--- config.mk ---
export PLATFORM = sky130hd
export DESIGN_NAME = collision_pair_scheduler
export DESIGN_NICKNAME = d
export VERILOG_FILES = /design/src/rtl/physics_pkg.sv /design/src/rtl/contact_fifo.sv /design/src/rtl/collision_pair_scheduler.sv
export SDC_FILE = /design/constraint.sdc
export NUM_CORES = 1
export LEC_CHECK = 0
export ABC_AREA = 1
export CAP_MARGIN = 10
export CORE_MARGIN = 8
export CORE_UTILIZATION = 47
export DETAILED_ROUTE_END_ITERATION = 8
export PLACE_DENSITY_LB_ADDON = 0.25
export SETUP_SLACK_MARGIN = 0.2
export SYNTH_ARGS = -nofsm -noshare
export SYNTH_HDL_FRONTEND = slang
export SYNTH_SLANG_ARGS = --single-unit
--- constraint.sdc ---
create_clock -name Clk -period 12.5 [get_ports Clk]
set_clock_uncertainty 0.15 [all_clocks]
set_input_delay 1.25 -clock Clk [delete_from_list [all_inputs] [get_ports Clk]]
set_output_delay 1.25 -clock Clk [all_outputs]
set_load 0.02 [all_outputs]
--- src/rtl/physics_pkg.sv ---
// physics_pkg: shared types for the OBB collision pair scheduler.
//  obb_t     192-bit body record (16.16 position/extents, 2.14 axes)
//  vec2_t    2.14 signed vector
//  contact_t {idx_a, idx_b, normal, pen} contact record
//  state_t   scheduler FSM states
package physics_pkg;
    localparam int MAX_BODIES = 16;
    localparam int IDX_W = 4;
    localparam int FIFO_DEPTH = 8;

    typedef struct packed {
        logic [31:0] pos_x;
        logic [31:0] pos_y;
        logic [15:0] u_x;
        logic [15:0] u_y;
        logic [15:0] v_x;
        logic [15:0] v_y;
        logic [31:0] half_w;
        logic [31:0] half_h;
    } obb_t;

    typedef struct packed {
        logic signed [15:0] x;
        logic signed [15:0] y;
    } vec2_t;

    typedef struct packed {
        logic [IDX_W-1:0]   idx_a;
        logic [IDX_W-1:0]   idx_b;
        vec2_t              normal;
        logic signed [31:0] pen;
    } contact_t;

    typedef enum logic [2:0] {IDLE, RD_A, WAIT_A, RD_B, WAIT_B, EVAL, DRAIN} state_t;
endpackage

--- src/rtl/contact_fifo.sv ---
// contact_fifo: register-array FIFO holding contacts for the impulse solver.
//  Clk, Reset      clock, asynchronous active-high reset (empties the FIFO)
//  push, din       write an entry (ignored when full)
//  pop             retire the head entry (ignored when empty)
//  dout            head entry, stable until popped
//  empty, full     occupancy flags
module contact_fifo
    import physics_pkg::*;
#(
    parameter int  DEPTH = FIFO_DEPTH,
    parameter type T     = contact_t
) (
    input  logic Clk,
    input  logic Reset,
    input  logic push,
    input  T     din,
    input  logic pop,
    output T     dout,
    output logic empty,
    output logic full
);
    localparam int AW = $clog2(DEPTH);

    T mem [DEPTH];
    logic [AW:0] wr_ptr;
    logic [AW:0] rd_ptr;

    // Pointers carry one wrap bit so full and empty are distinguishable.
    assign empty = wr_ptr == rd_ptr;
    assign full  = (wr_ptr[AW] != rd_ptr[AW]) && (wr_ptr[AW-1:0] == rd_ptr[AW-1:0]);
    assign dout  = mem[rd_ptr[AW-1:0]];

    always_ff @(posedge Clk or posedge Reset) begin
        if (Reset) begin
            wr_ptr <= '0;
            rd_ptr <= '0;
        end else begin
            if (push && !full) wr_ptr <= wr_ptr + (AW+1)'(1);
            if (pop && !empty) rd_ptr <= rd_ptr + (AW+1)'(1);
        end
    end

    always_ff @(posedge Clk) begin
        if (push && !full) mem[wr_ptr[AW-1:0]] <= din;
    end
endmodule

--- src/rtl/collision_pair_scheduler.sv ---
// collision_pair_scheduler: walks all body pairs (i<j) through the OBB detector and queues contacts.
//  Clk, Reset                  clock, asynchronous active-high reset
//  start, body_count           pass request and body count (sampled on accepted start)
//  busy, done                  pass in progress / one-cycle completion pulse
//  body_rd_en/addr/data        body RAM read port, data one cycle after the strobe
//  det_obb_a/b                 registered bodies presented to the detector
//  det_is_collision/normal/pen detector result, sampled only in EVAL
//  contact_valid/ready/data    contact FIFO head handshake
//  pairs_tested                pairs evaluated in the current or last pass
module collision_pair_scheduler
    import physics_pkg::*;
(
    input  logic               Clk,
    input  logic               Reset,
    input  logic               start,
    input  logic [IDX_W:0]     body_count,
    output logic               busy,
    output logic               done,
    output logic               body_rd_en,
    output logic [IDX_W-1:0]   body_rd_addr,
    input  obb_t               body_rd_data,
    output obb_t               det_obb_a,
    output obb_t               det_obb_b,
    input  logic               det_is_collision,
    input  vec2_t              det_normal,
    input  logic [31:0]        det_pen,
    output logic               contact_valid,
    input  logic               contact_ready,
    output contact_t           contact_data,
    output logic [2*IDX_W-1:0] pairs_tested
);
    state_t state, state_nx;
    logic [IDX_W:0]   n;
    logic [IDX_W-1:0] i, j;
    logic empty, full, push, stall, col_more, row_more;

    assign col_more      = {1'b0, j} < n - (IDX_W+1)'(1);
    assign row_more      = {1'b0, i} < n - (IDX_W+1)'(2);
    // A colliding pair with nowhere to go holds the FSM in EVAL.
    assign stall         = det_is_collision && full;
    assign push          = (state == EVAL) && det_is_collision && !full;
    assign contact_valid = !empty;

    always_comb begin
        state_nx     = state;
        busy         = state != IDLE;
        done         = 1'b0;
        body_rd_en   = 1'b0;
        body_rd_addr = i;
        case (state)
            IDLE:    if (start) state_nx = (body_count < (IDX_W+1)'(2)) ? DRAIN : RD_A;
            RD_A:    begin body_rd_en = 1'b1; state_nx = WAIT_A; end
            WAIT_A:  state_nx = RD_B;
            RD_B:    begin body_rd_en = 1'b1; body_rd_addr = j; state_nx = WAIT_B; end
            WAIT_B:  state_nx = EVAL;
            EVAL:    if (!stall) state_nx = col_more ? RD_B : row_more ? RD_A : DRAIN;
            DRAIN:   if (empty) begin done = 1'b1; state_nx = IDLE; end
            default: state_nx = IDLE;
        endcase
    end

    always_ff @(posedge Clk or posedge Reset) begin
        if (Reset) begin
            state        <= IDLE;
            n            <= '0;
            i            <= '0;
            j            <= '0;
            det_obb_a    <= '0;
            det_obb_b    <= '0;
            pairs_tested <= '0;
        end else begin
            state <= state_nx;
            case (state)
                IDLE: if (start) begin
                    // Counts above the RAM size are clamped so indices never wrap.
                    n            <= (body_count > (IDX_W+1)'(MAX_BODIES)) ? (IDX_W+1)'(MAX_BODIES) : body_count;
                    i            <= '0;
                    pairs_tested <= '0;
                end
                WAIT_A: begin
                    det_obb_a <= body_rd_data;
                    j         <= i + IDX_W'(1);
                end
                WAIT_B: det_obb_b <= body_rd_data;
                EVAL: if (!stall) begin
                    pairs_tested <= pairs_tested + (2*IDX_W)'(1);
                    if (col_more) j <= j + IDX_W'(1);
                    else if (row_more) i <= i + IDX_W'(1);
                end
                default: ;
            endcase
        end
    end

    contact_fifo #(.DEPTH(FIFO_DEPTH), .T(contact_t)) u_fifo (
        .Clk   (Clk),
        .Reset (Reset),
        .push  (push),
        .din   (contact_t'{i, j, det_normal, det_pen}),
        .pop   (contact_valid && contact_ready),
        .dout  (contact_data),
        .empty (empty),
        .full  (full)
    );
endmodule

Word-level counts from Yosys, hierarchy flattened
Memory sizes are Yosys's and may differ from the RTL's.
Cells that the tools add are included.
{"block": "word_totals", "mem_bits_rw": 576, "rom_bits": 0, "n_memories": 1, "out_inout_bits": 472, "wordCells": 94, "input_bits": 266, "latchBits": 0, "regBits": 416}
{"block": "classes", "eq_ne": 15, "multipliers": 0, "n_lt_le_gt_ge": 4, "bitwise": 0, "add_sub_neg": 7, "muxes": 25, "n_div": 0, "n_shift": 0, "n_reduce_logical": 19}
{"name": "u_fifo.mem", "depth": 8, "width": 72, "rd": 1, "rd_clocked_by_memory_dff": 0, "write_ports": 1, "line": "contact_fifo.sv:24", "source": "T mem [DEPTH];"}
{"cell": "4-bit 2-to-1 mux", "count": 7}
{"cell": "3-bit case mux with 7 select lines", "count": 1}
{"cell": "3-bit 2-to-1 mux", "count": 6}
{"cell": "4-bit by 1-bit adder with 4-bit output (second input constant)", "count": 4}
{"cell": "8-bit 2-to-1 mux", "count": 2}
{"cell": "4-bit case mux with 2 select lines", "count": 2}
{"cell": "8-bit case mux with 2 select lines", "count": 1}
{"cell": "4-bit by 5-bit < comparator with 1-bit output", "count": 2}
{"cell": "2-bit != test (second input constant)", "count": 5}
{"cell": "3-bit == test (second input constant)", "count": 3}
{"cell": "3-bit AND reduction", "count": 3}
{"cell": "8-bit by 1-bit adder with 8-bit output (second input constant)", "count": 1}
{"cell": "1-bit logical AND", "count": 7}
{"cell": "3-bit by 2-bit == test with 1-bit output (second input constant)", "count": 2}
{"cell": "5-bit > comparator (second input constant)", "count": 1}
{"cell": "5-bit by 2-bit < comparator with 1-bit output (second input constant)", "count": 1}
{"cell": "1-bit 2-to-1 mux", "count": 5}
{"cell": "5-bit 2-to-1 mux", "count": 1}
{"cell": "5-bit AND reduction", "count": 1}
{"cell": "5-bit by 1-bit subtractor with 5-bit output (second input constant)", "count": 1}
{"cell": "5-bit by 2-bit subtractor with 5-bit output (second input constant)", "count": 1}
{"cell": "4-bit == test", "count": 1}
{"cell": "2-bit nonzero test", "count": 2}
{"cell": "3-bit by 1-bit == test with 1-bit output (second input constant)", "count": 1}
{"cell": "other kinds (8)", "count": 9}

Depth between registers and ports, before layout
Gate-level depths: netlist of run 1.
{"block": "depth", "ltp_word": 7, "depth_mapped": 15, "ltp_nobuf": 15}

By module
Synthesis of run 1 repeated with hierarchy kept, for this count alone.
{"block": "unflattened", "cells_unflattened": 3379, "hier_area_um2": 38316.7}
{"mod": "contact_fifo", "cells_per_inst": 1712, "seq_area_each_um2": 17496.8, "instances": 1, "area_each_um2": 22587.9}
{"mod": "collision_pair_scheduler", "cells_per_inst": 1667, "seq_area_each_um2": 10209.8, "instances": 1, "area_each_um2": 15728.8}

Least setup slack after synthesis of run 1
OpenSTA, ideal clock, no wires.
{"block": "synth_timing", "kind": "input to register", "from": "input port det_is_collision", "to": "memory u_fifo.mem[5][0] (netlist name) (enable)", "arrival_time_ns": 6.558, "path_stages": 6, "t_required_ns": 11.759, "path_slack_ns": 5.201, "setup_ns": 0.591, "path_buffers": 0, "cell_sequence": "inv_1 -> nor2_1 -> nand2_2 -> inv_2 -> nand2_1 -> nor3_1"}
{"block": "synth_between", "elab_chain_len": 5}
{"element": "start: declaration", "line": "collision_pair_scheduler.sv:24", "source": "input logic det_is_collision,"}
{"element": "1-bit logical AND (2 in a row)", "line": "collision_pair_scheduler.sv:41", "source": "assign push = (state == EVAL) && det_is_collision && !full;"}
{"element": "1-bit logical AND", "line": "contact_fifo.sv:44", "source": "if (push && !full) mem[wr_ptr[AW-1:0]] <= din;"}
{"element": "1-bit 2-to-1 mux", "line": "contact_fifo.sv:44"}
{"element": "1-bit 2-to-1 mux (not written as such)", "line": "contact_fifo.sv:44"}
{"element": "end: declaration", "line": "contact_fifo.sv:24"}
No other way between the ends.

==> flow_summary.json, run 1 <==
{
  "outcome": "complete, no violations",
  "fin_ws_ns": 6.51,
  "syn_area_sq_um": 38300,
  "cp_num_buf_inv": 3,
  "hold_buffers": 0,
  "antenna_found_initial": 17,
  "die_w_um": 301,
  "critPathArrivalTime_ns": 4.59,
  "crit_path_end_kind": "output port",
  "drc": 0,
  "syn_nets": 3638,
  "fp.dieArea_sq_um": 90800,
  "drv_slew": 0,
  "yosysTopAreaCell": "edfxtp_1",
  "pwr-share-comb_pct": 42.2,
  "drtIter0Drc": 2522,
  "io-pin-count": 738,
  "layout-drive-gt1-share_pct": 5.29,
  "critPathKind": "flop to output port",
  "rows": 104,
  "grt_overflow": 0,
  "gp_congestion": 0.935,
  "grtUsageTotal_pct": 26.6,
  "grt_pass1_vias": 26300,
  "clock-root-buffer": "clkbuf_16",
  "design.core.area_sq_um": 80500,
  "path_cells": "inv_6 -> buf_4 -> o21ai_0 -> o22ai_1 -> nor2_1 -> a31oi_1 -> clkdlybuf4s50_1",
  "power-per-cell-area_nw_per_um2": 270,
  "synthTopCellsByArea": "edfxtp_1, dfrtp_1, o21ai_0, nor2_1, nand2_1",
  "grt_max_degree": 161,
  "peakVddDrop_mv": 0.180,
  "htreeDepth": 3,
  "crit_fanout": 103,
  "cts_num_sinks": 992,
  "postLayoutCoreUtil_pct": 62.1,
  "yosys.cell_types.count": 32,
  "netlist_instances": 3358,
  "internal-power_w": 0.00823,
  "setup_violations": 0,
  "yosysWarnings": 0,
  "die_h_um": 301,
  "p_sw_share_pct": 39.1,
  "synth-seq-area-share_pct": 72.4,
  "cts_setup_buffers": 0,
  "ant_nets": 0,
  "via_per_inst": 5.25,
  "switchingPower_w": 0.00527,
  "pwr-share-seq_pct": 34.5,
  "p_clk_share_pct": 23.3,
  "max_freq_mhz": 167,
  "dp.final_hpwl_um": 87000,
  "required_ns": 11.10,
  "portBuffers": 737,
  "wirelength_um": 125000,
  "wl_per_cell_um": 24.1,
  "vias": 27200,
  "final_hold_viol_count": 0,
  "fin_crit_sh_pct": 47.9,
  "crit_family": "buffers and inverters",
  "path_clk_slew_ns": 0.06,
  "worst_setup_path_start_kind": "flop",
  "critPathMaxStageDelay_ns": 0.78,
  "numCtsBuffers": 101,
  "first_pass_iters": 6,
  "p_leak_nw": 19.9,
  "rsz0062_at_grt": "no",
  "setup_tns_ns": 0,
  "fin_crit_ns": 5.99,
  "start_util_pct": 47.5,
  "cts_tree": "yes",
  "ctsResizeCount": 0,
  "worst_pin_slew_ns": 1.08,
  "cts.path.max_buffers": 3,
  "grt_pass1_wl_um": 179000,
  "num-nets-final": 4313,
  "hp-class": "flop to flop",
  "synth_top_area_share_pct": 45.2,
  "slowest_stage": "buf_4",
  "max-slew-margin-rel_pct": 28.2,
  "clock_latency_ns": 0.65,
  "timing.hold.ws_ns": 0.331,
  "syn_avg_cell_area_sq_um": 11.4,
  "ys_seq_elements": 992,
  "cap_viol_max_count": 0,
  "syn2layout_area_growth_pct": 30.7,
  "place_ws_ns": 7.22
}
[logic make-up after synthesis]
| family | count (synthesis) | share of synthesized area, % |
|---|---|---|
| adders and majority gates | 14 | 0.458 |
| DFF | 992 | 72.4 |
| xor gates and xnor gates | 17 | 0.409 |
| buffers and inverters | 429 | 4.46 |
| and+or+nand+nor | 1068 | 10.8 |
| AOI/OAI and AO/OA | 838 | 11.4 |
[power by group through the flow]
stage | clock network [W] | logic (W) | registers, W
6_report | 0.00315 | 0.00569 | 0.00466
4_1_cts | 0.00320 | 0.00577 | 0.00464
5_1_grt | 0.00333 | 0.00612 | 0.00473
3_5_place_dp | 0 | 0.00575 | 0.00469
3_3_place_gp | 0 | 0.00568 | 0.00467
2_1_floorplan | 0 | 0.00224 | 0.00533
[worst min-delay path, delay by kind of cell, from the launching register on]
family,cells,cell delay (ns)
AND/OR/NAND/NOR,1,0.05
flip-flops,1,0.34
AO/OA/AOI/OAI,1,0.06
[routing by layer]
| metal | global-route usage, % | routed length [um] | part of all wire, % |
|---|---|---|---|
| met3 | 8.56 | 12300 | 9.8 |
| met5 | 0 | 94 | 0.075 |
| met4 | 11.5 | 5830 | 4.7 |
| met1 | 33.6 | 47900 | 38 |
| met2 | 42.2 | 59000 | 47 |
[synth_stat cells (all sizes together)]
cell type	n
o21ai	690
edfxtp	576
nor2	531
nand2	494
dfrtp	416
inv	233
clkbuf	117
buf	79
a31oi	73
o22ai	72
nand3	22
ha	14
xor2	13
nand4	11
xnor2	4
a21oi	3
nor3	3
nor4	3
or2	3
nand3b	1
[final cells by class]
type	count	area, sq um
clock inverters	61	792
repair buffers	768	7620
fillers	6384	30500
well taps	1060	1330
multi-input cells	1937	8910
inverters	233	888
flip-flops and latches	992	27700
diodes	8	20.0
clock buffers	129	2730
[worst paths after layout]
kind                       cells after the start  slack (ns)                           end                          from
max                                            7        6.51              contact_data[60]  u_fifo.rd_ptr[0]$_DFFE_PP0P_
max reg2reg                                    8        7.73   u_fifo.mem[4][40]$_DFFE_PP_  u_fifo.rd_ptr[0]$_DFFE_PP0P_
min                                            2        0.33    det_obb_b[165]$_DFFE_PP0P_    det_obb_b[165]$_DFFE_PP0P_
min reg2reg                                    2        0.33    det_obb_b[165]$_DFFE_PP0P_    det_obb_b[165]$_DFFE_PP0P_
max in group asynchronous                      4        8.86  u_fifo.rd_ptr[1]$_DFFE_PP0P_                         Reset
min in group asynchronous                      2        0.92    det_obb_a[170]$_DFFE_PP0N_                         Reset
[stage by stage]
stage | power [W] | instances | instance area, sq um
2_1_floorplan | 0.00758 | 3358 | 38300
3_3_place_gp | 0.0104 | 4990 | 46500
3_5_place_dp | 0.0104 | 4990 | 46500
4_1_cts | 0.0136 | 5180 | 50000
5_1_grt | 0.0142 | 5184 | 50000
6_report | 0.0135 | 5188 | 50000
[state kept, by name, summed over array words and instances, names as in the netlist]
register       count
pairs_tested       8
det_obb_a        192
state              3
u_fifo.mem       576
n                  5
u_fifo.rd_ptr      4
det_obb_b        192
i                  4
u_fifo.wr_ptr      4
j                  4
[layout by cell type, fill, tap and decap left out, drive strengths merged, types with 13 or more instances in the layout]
cell and instances:
o21ai 690, buf 31, clkbuf 129, o22ai 72, edfxtp 576, xor2 13, nor2 531, a31oi 73
inv 233, nand2 494, bufinv 15, dfrtp 416, clkdlybuf4s50 737, nand3 22, ha 14, clkinv 40
(Power assumes the default switching activity.)
==> inputs of run 2 (changes only) <==
Clock period 12.5 ns to 4.9 ns, I/O delays scaled along.
==> flow_summary.json, run 2 (same netlist as run 1, synthesis figures left out) <==
{
  "grtUsageTotal_pct": 26.5,
  "cts_tree": "yes",
  "final_common_cell": "clkdlybuf4s50_1",
  "clock-root-buffer": "clkbuf_16",
  "max_freq_mhz": 232,
  "grt_max_degree": 204,
  "worst_setup_path_start_kind": "flop",
  "grt_pass1_vias": 25800,
  "final_cell_count_no_fill": 5197,
  "power-per-cell-area_nw_per_um2": 685,
  "hold_buffers": 0,
  "required_ns": 4.26,
  "drv_slew": 0,
  "dr_wl_met2_um": 59600,
  "power_w": 0.0344,
  "num-nets-final": 4328,
  "io-pin-count": 738,
  "cts_setup_buffers": 0,
  "cap_viol_max_count": 0,
  "largest_reg_flops": 576,
  "dr_wl_met3_um": 12100,
  "ant_nets": 0,
  "drtIter0Drc": 2584,
  "peakVddDrop_mv": 0.483,
  "top_layer": "met5",
  "numCtsBuffers": 103,
  "cts_num_sinks": 992,
  "start_util_pct": 47.5,
  "place_ws_ns": 1.21,
  "wirelength_um": 125000,
  "design.core.area_sq_um": 80500,
  "drc": 0,
  "vias": 27500,
  "final_hold_viol_count": 0,
  "layout.cells.most_common_list": "clkdlybuf4s50_1, o21ai_0, edfxtp_1",
  "cts.path.max_buffers": 3,
  "wl_per_cell_um": 24.0,
  "fin_crit_ns": 4.31,
  "gp_congestion": 0.961,
  "max-slew-margin-rel_pct": 40.7,
  "die_w_um": 301,
  "dp.final_hpwl_um": 87100,
  "layout-drive-gt1-share_pct": 5.50,
  "rsz0062_at_grt": "no",
  "crit_path_end_kind": "output port",
  "timing.hold.ws_ns": 0.192,
  "via_per_inst": 5.29,
  "die_h_um": 301,
  "antenna_found_initial": 17,
  "path_clk_slew_ns": 0.06,
  "first_pass_iters": 8,
  "ctsResizeCount": 0,
  "grt_pass1_wl_um": 178000,
  "crit_fanout": 64,
  "outcome": "complete, no violations",
  "critPathArrivalTime_ns": 3.67,
  "rows": 104,
  "fin_crit_sh_pct": 88.0,
  "p_leak_nw": 20.0,
  "clock_latency_ns": 0.66,
  "worst_pin_slew_ns": 0.889,
  "critPathKind": "flop to output port",
  "syn2layout_area_growth_pct": 31.1,
  "setup_violations": 0,
  "hp-class": "primary input to asynchronous set/reset pin",
  "post-place-cells": 5003,
  "htreeDepth": 3,
  "placedInstanceArea_sq_um": 46800,
  "final_area_sq_um": 50100,
  "fin_ws_ns": 0.586,
  "fp.dieArea_sq_um": 90800,
  "portBuffers": 737,
  "met1Wirelength_um": 47800,
  "grt_overflow": 0
}
run 2: area by class of cell:
class | instances | area [sq um]
Tap cell | 1060 | 1330
Antenna cell | 7 | 17.5
Sequential cell | 992 | 27700
Multi-Input combinational cell | 1937 | 8920
Inverter | 233 | 888
Timing Repair Buffer | 781 | 7910
Clock inverter | 50 | 563
Clock buffer | 137 | 2820
Fill cell | 6316 | 30400
run 2: worst paths after layout:
kind                                              start                           end  slack, ns  cells after the start
min reg2reg                  det_obb_b[107]$_DFFE_PP0P_    det_obb_b[107]$_DFFE_PP0P_       0.33                      2
min in group Clk                       body_rd_data[22]     det_obb_a[22]$_DFFE_PP0N_       0.26                      3
max reg2reg                u_fifo.rd_ptr[0]$_DFFE_PP0P_   u_fifo.mem[4][67]$_DFFE_PP_       1.63                      7
min                                               Reset    det_obb_a[151]$_DFFE_PP0N_       0.19                      2
max                        u_fifo.rd_ptr[0]$_DFFE_PP0P_              contact_data[27]       0.59                      7
max in group asynchronous                         Reset  u_fifo.rd_ptr[1]$_DFFE_PP0P_       3.25                      3
run 2: worst max-delay path, cell delays in order (launching register included):
cell and delay (ns):
dfrtp_4 0.68, inv_6 0.44, buf_4 0.57, o21ai_0 0.18, o22ai_1 0.19, nor2_1 0.06, a31oi_1 0.19, clkdlybuf4s50_1 0.64
run 2: layer usage:
metal	vias to the layer above	global-route usage, %
li1	12800	-
met4	10	10.7
met3	197	8.51
met2	1106	42.1
met5	-	0
met1	13400	33.6
run 2: metrics by stage:
step	TNS, ns	util (%)
CTS	0	62.2
detailed placement	0	58.0
finish	0	62.3
global placement	0	58.0
global route	0	62.3
floorplan	-561.42	-
run 2: report_power, final:
| group | switching, W | total [W] | internal, W |
|---|---|---|---|
| logic | 0.00900 | 0.0147 | 0.00569 |
| registers | 0.00126 | 0.0119 | 0.0106 |
| clock network | 0.00324 | 0.00777 | 0.00452 |
==> inputs of run 3 (changes only) <==
Settings changed: SETUP_SLACK_MARGIN 0.2 to default.
==> flow_summary.json, run 3 (same netlist as run 1, synthesis figures left out) <==
{
  "fin_crit_sh_pct": 89.1,
  "drv_slew": 0,
  "peakVddDrop_mv": 0.441,
  "drtIter0Drc": 2627,
  "grt_max_degree": 227,
  "clock_latency_ns": 0.66,
  "grt_overflow": 0,
  "clock-root-buffer": "clkbuf_16",
  "setup_tns_ns": 0,
  "layout.cells.most_common_list": "clkdlybuf4s50_1, o21ai_0, edfxtp_1",
  "max-slew-margin-rel_pct": 33.9,
  "final_hold_viol_count": 0,
  "crit_fanout": 147,
  "via_per_inst": 5.26,
  "r2r_start": "u_fifo.rd_ptr[0]$_DFFE_PP0P_",
  "fin_ws_ns": 0.535,
  "wirelength_um": 126000,
  "path_clk_slew_ns": 0.06,
  "outcome": "complete, no violations",
  "design.core.area_sq_um": 80500,
  "critPathLaunch": "u_fifo.rd_ptr[1]$_DFFE_PP0P_",
  "max_freq_mhz": 229,
  "p_leak_nw": 20.0,
  "fin_crit_ns": 4.37,
  "critPathArrivalTime_ns": 3.73,
  "power-per-cell-area_nw_per_um2": 685,
  "htreeDepth": 3,
  "gp_congestion": 0.969,
  "rsz0062_at_grt": "no",
  "setup_violations": 0,
  "start_util_pct": 47.5,
  "drc": 0,
  "reg2reg_depth": 8,
  "crit_path_end_kind": "output port",
  "final_area_sq_um": 50200,
  "largest_reg_flops": 576,
  "fill_cells": 6295,
  "place_ws_ns": 1.28,
  "reg2reg_to": "u_fifo.mem[6][39]$_DFFE_PP_",
  "vias": 27300,
  "required_ns": 4.26,
  "cts_setup_buffers": 0,
  "power_w": 0.0344,
  "grt_pass1_vias": 26400,
  "dp.final_hpwl_um": 87400,
  "die_h_um": 301,
  "worst_setup_path_start_kind": "flop",
  "post-place-cells": 4993,
  "final_common_cell": "clkdlybuf4s50_1",
  "hold_buffers": 0,
  "final_cell_count_no_fill": 5195,
  "die_w_um": 301,
  "antenna_found_initial": 21,
  "grt_pass1_wl_um": 179000,
  "reg2reg_slack_ns": 1.34,
  "cts_tree": "yes",
  "fp.dieArea_sq_um": 90800,
  "cts.path.max_buffers": 3,
  "wl_per_cell_um": 24.2,
  "rows": 104,
  "hp-class": "primary input to asynchronous set/reset pin",
  "syn2layout_area_growth_pct": 31.1,
  "layout-drive-gt1-share_pct": 5.24,
  "ctsResizeCount": 0,
  "numCtsBuffers": 102,
  "ant_nets": 0,
  "cts_num_sinks": 992,
  "first_pass_iters": 8,
  "cap_viol_max_count": 0,
  "num-nets-final": 4317,
  "grtUsageTotal_pct": 26.8,
  "critPathKind": "flop to output port",
  "portBuffers": 737,
  "io-pin-count": 738,
  "placedInstanceArea_sq_um": 46700,
  "worst_pin_slew_ns": 0.992
}
run 3: cell types whose count changed in the layout (fill, tap and decap cells not counted):
cell,previous run,this run
clkinv_4,1,2
clkinv_2,19,15
buf_4,28,16
buf_12,16,18
clkbuf_16,103,102
diode_2,7,11
inv_6,6,3
bufinv_16,9,10
clkinv_1,11,16
clkbuf_8,11,14
clkinv_8,1,2
clkinvlp_4,2,3
run 3: cell type report:
| cell class | count | area [sq um] | share of cell area, % |
|---|---|---|---|
| Clock buffer | 139 | 2830 | 5.64 |
| Antenna cell | 11 | 27.5 | 0.0549 |
| Inverter | 233 | 888 | 1.77 |
| Tap cell | 1060 | 1330 | 2.64 |
| Clock inverter | 52 | 598 | 1.19 |
| Multi-Input combinational cell | 1937 | 8920 | 17.8 |
| Timing Repair Buffer | 771 | 7860 | 15.7 |
| Sequential cell | 992 | 27700 | 55.3 |
run 3: worst max path at each step:
stage	slack (ns)	to	cells past startpoint
3_3_place_gp	1.35	contact_data[59]	6
3_5_place_dp	1.28	u_fifo.mem[6][15]$_DFFE_PP_	8
5_1_grt	0.42	contact_data[59]	6
4_1_cts	0.60	contact_data[22]	6
6_report	0.53	contact_data[60]	6
2_1_floorplan	-1.35	det_obb_a[0]$_DFFE_PP0N_	1
run 3: power breakdown:
| part | total [W] | switching [W] | internal [W] |
|---|---|---|---|
| clock | 0.00785 | 0.00326 | 0.00459 |
| sequential | 0.0118 | 0.00118 | 0.0106 |
| combinational | 0.0147 | 0.00902 | 0.00569 |
| total | 0.0344 | 0.0135 | 0.0209 |
run 3: per-layer routing:
metal	share of wire (%)	vias up	wire, um	GRT usage (%)
li1	-	12800	-	-
met1	38	13200	47300	33.0
met2	48	1071	59900	43.1
met3	10	194	12800	9.39
met4	4.3	16	5400	10.7
met5	0.076	-	96	0
run 3: critical path, cell delays in order, from the launching register on:
cell and delay, ns:
dfrtp_4 0.44, buf_12 0.38, o21ai_0 0.20, o22ai_1 0.20, nor2_1 0.05, a31oi_1 0.57, clkdlybuf4s50_1 0.86
run 3: metrics by stage:
stage	hold slack, ns	util [%]
2_1_floorplan	0.310	-
5_1_grt	0.232	62.2
3_5_place_dp	0.322	58.0
6_report	0.231	62.3
4_1_cts	0.205	62.2
3_3_place_gp	0.315	58.0
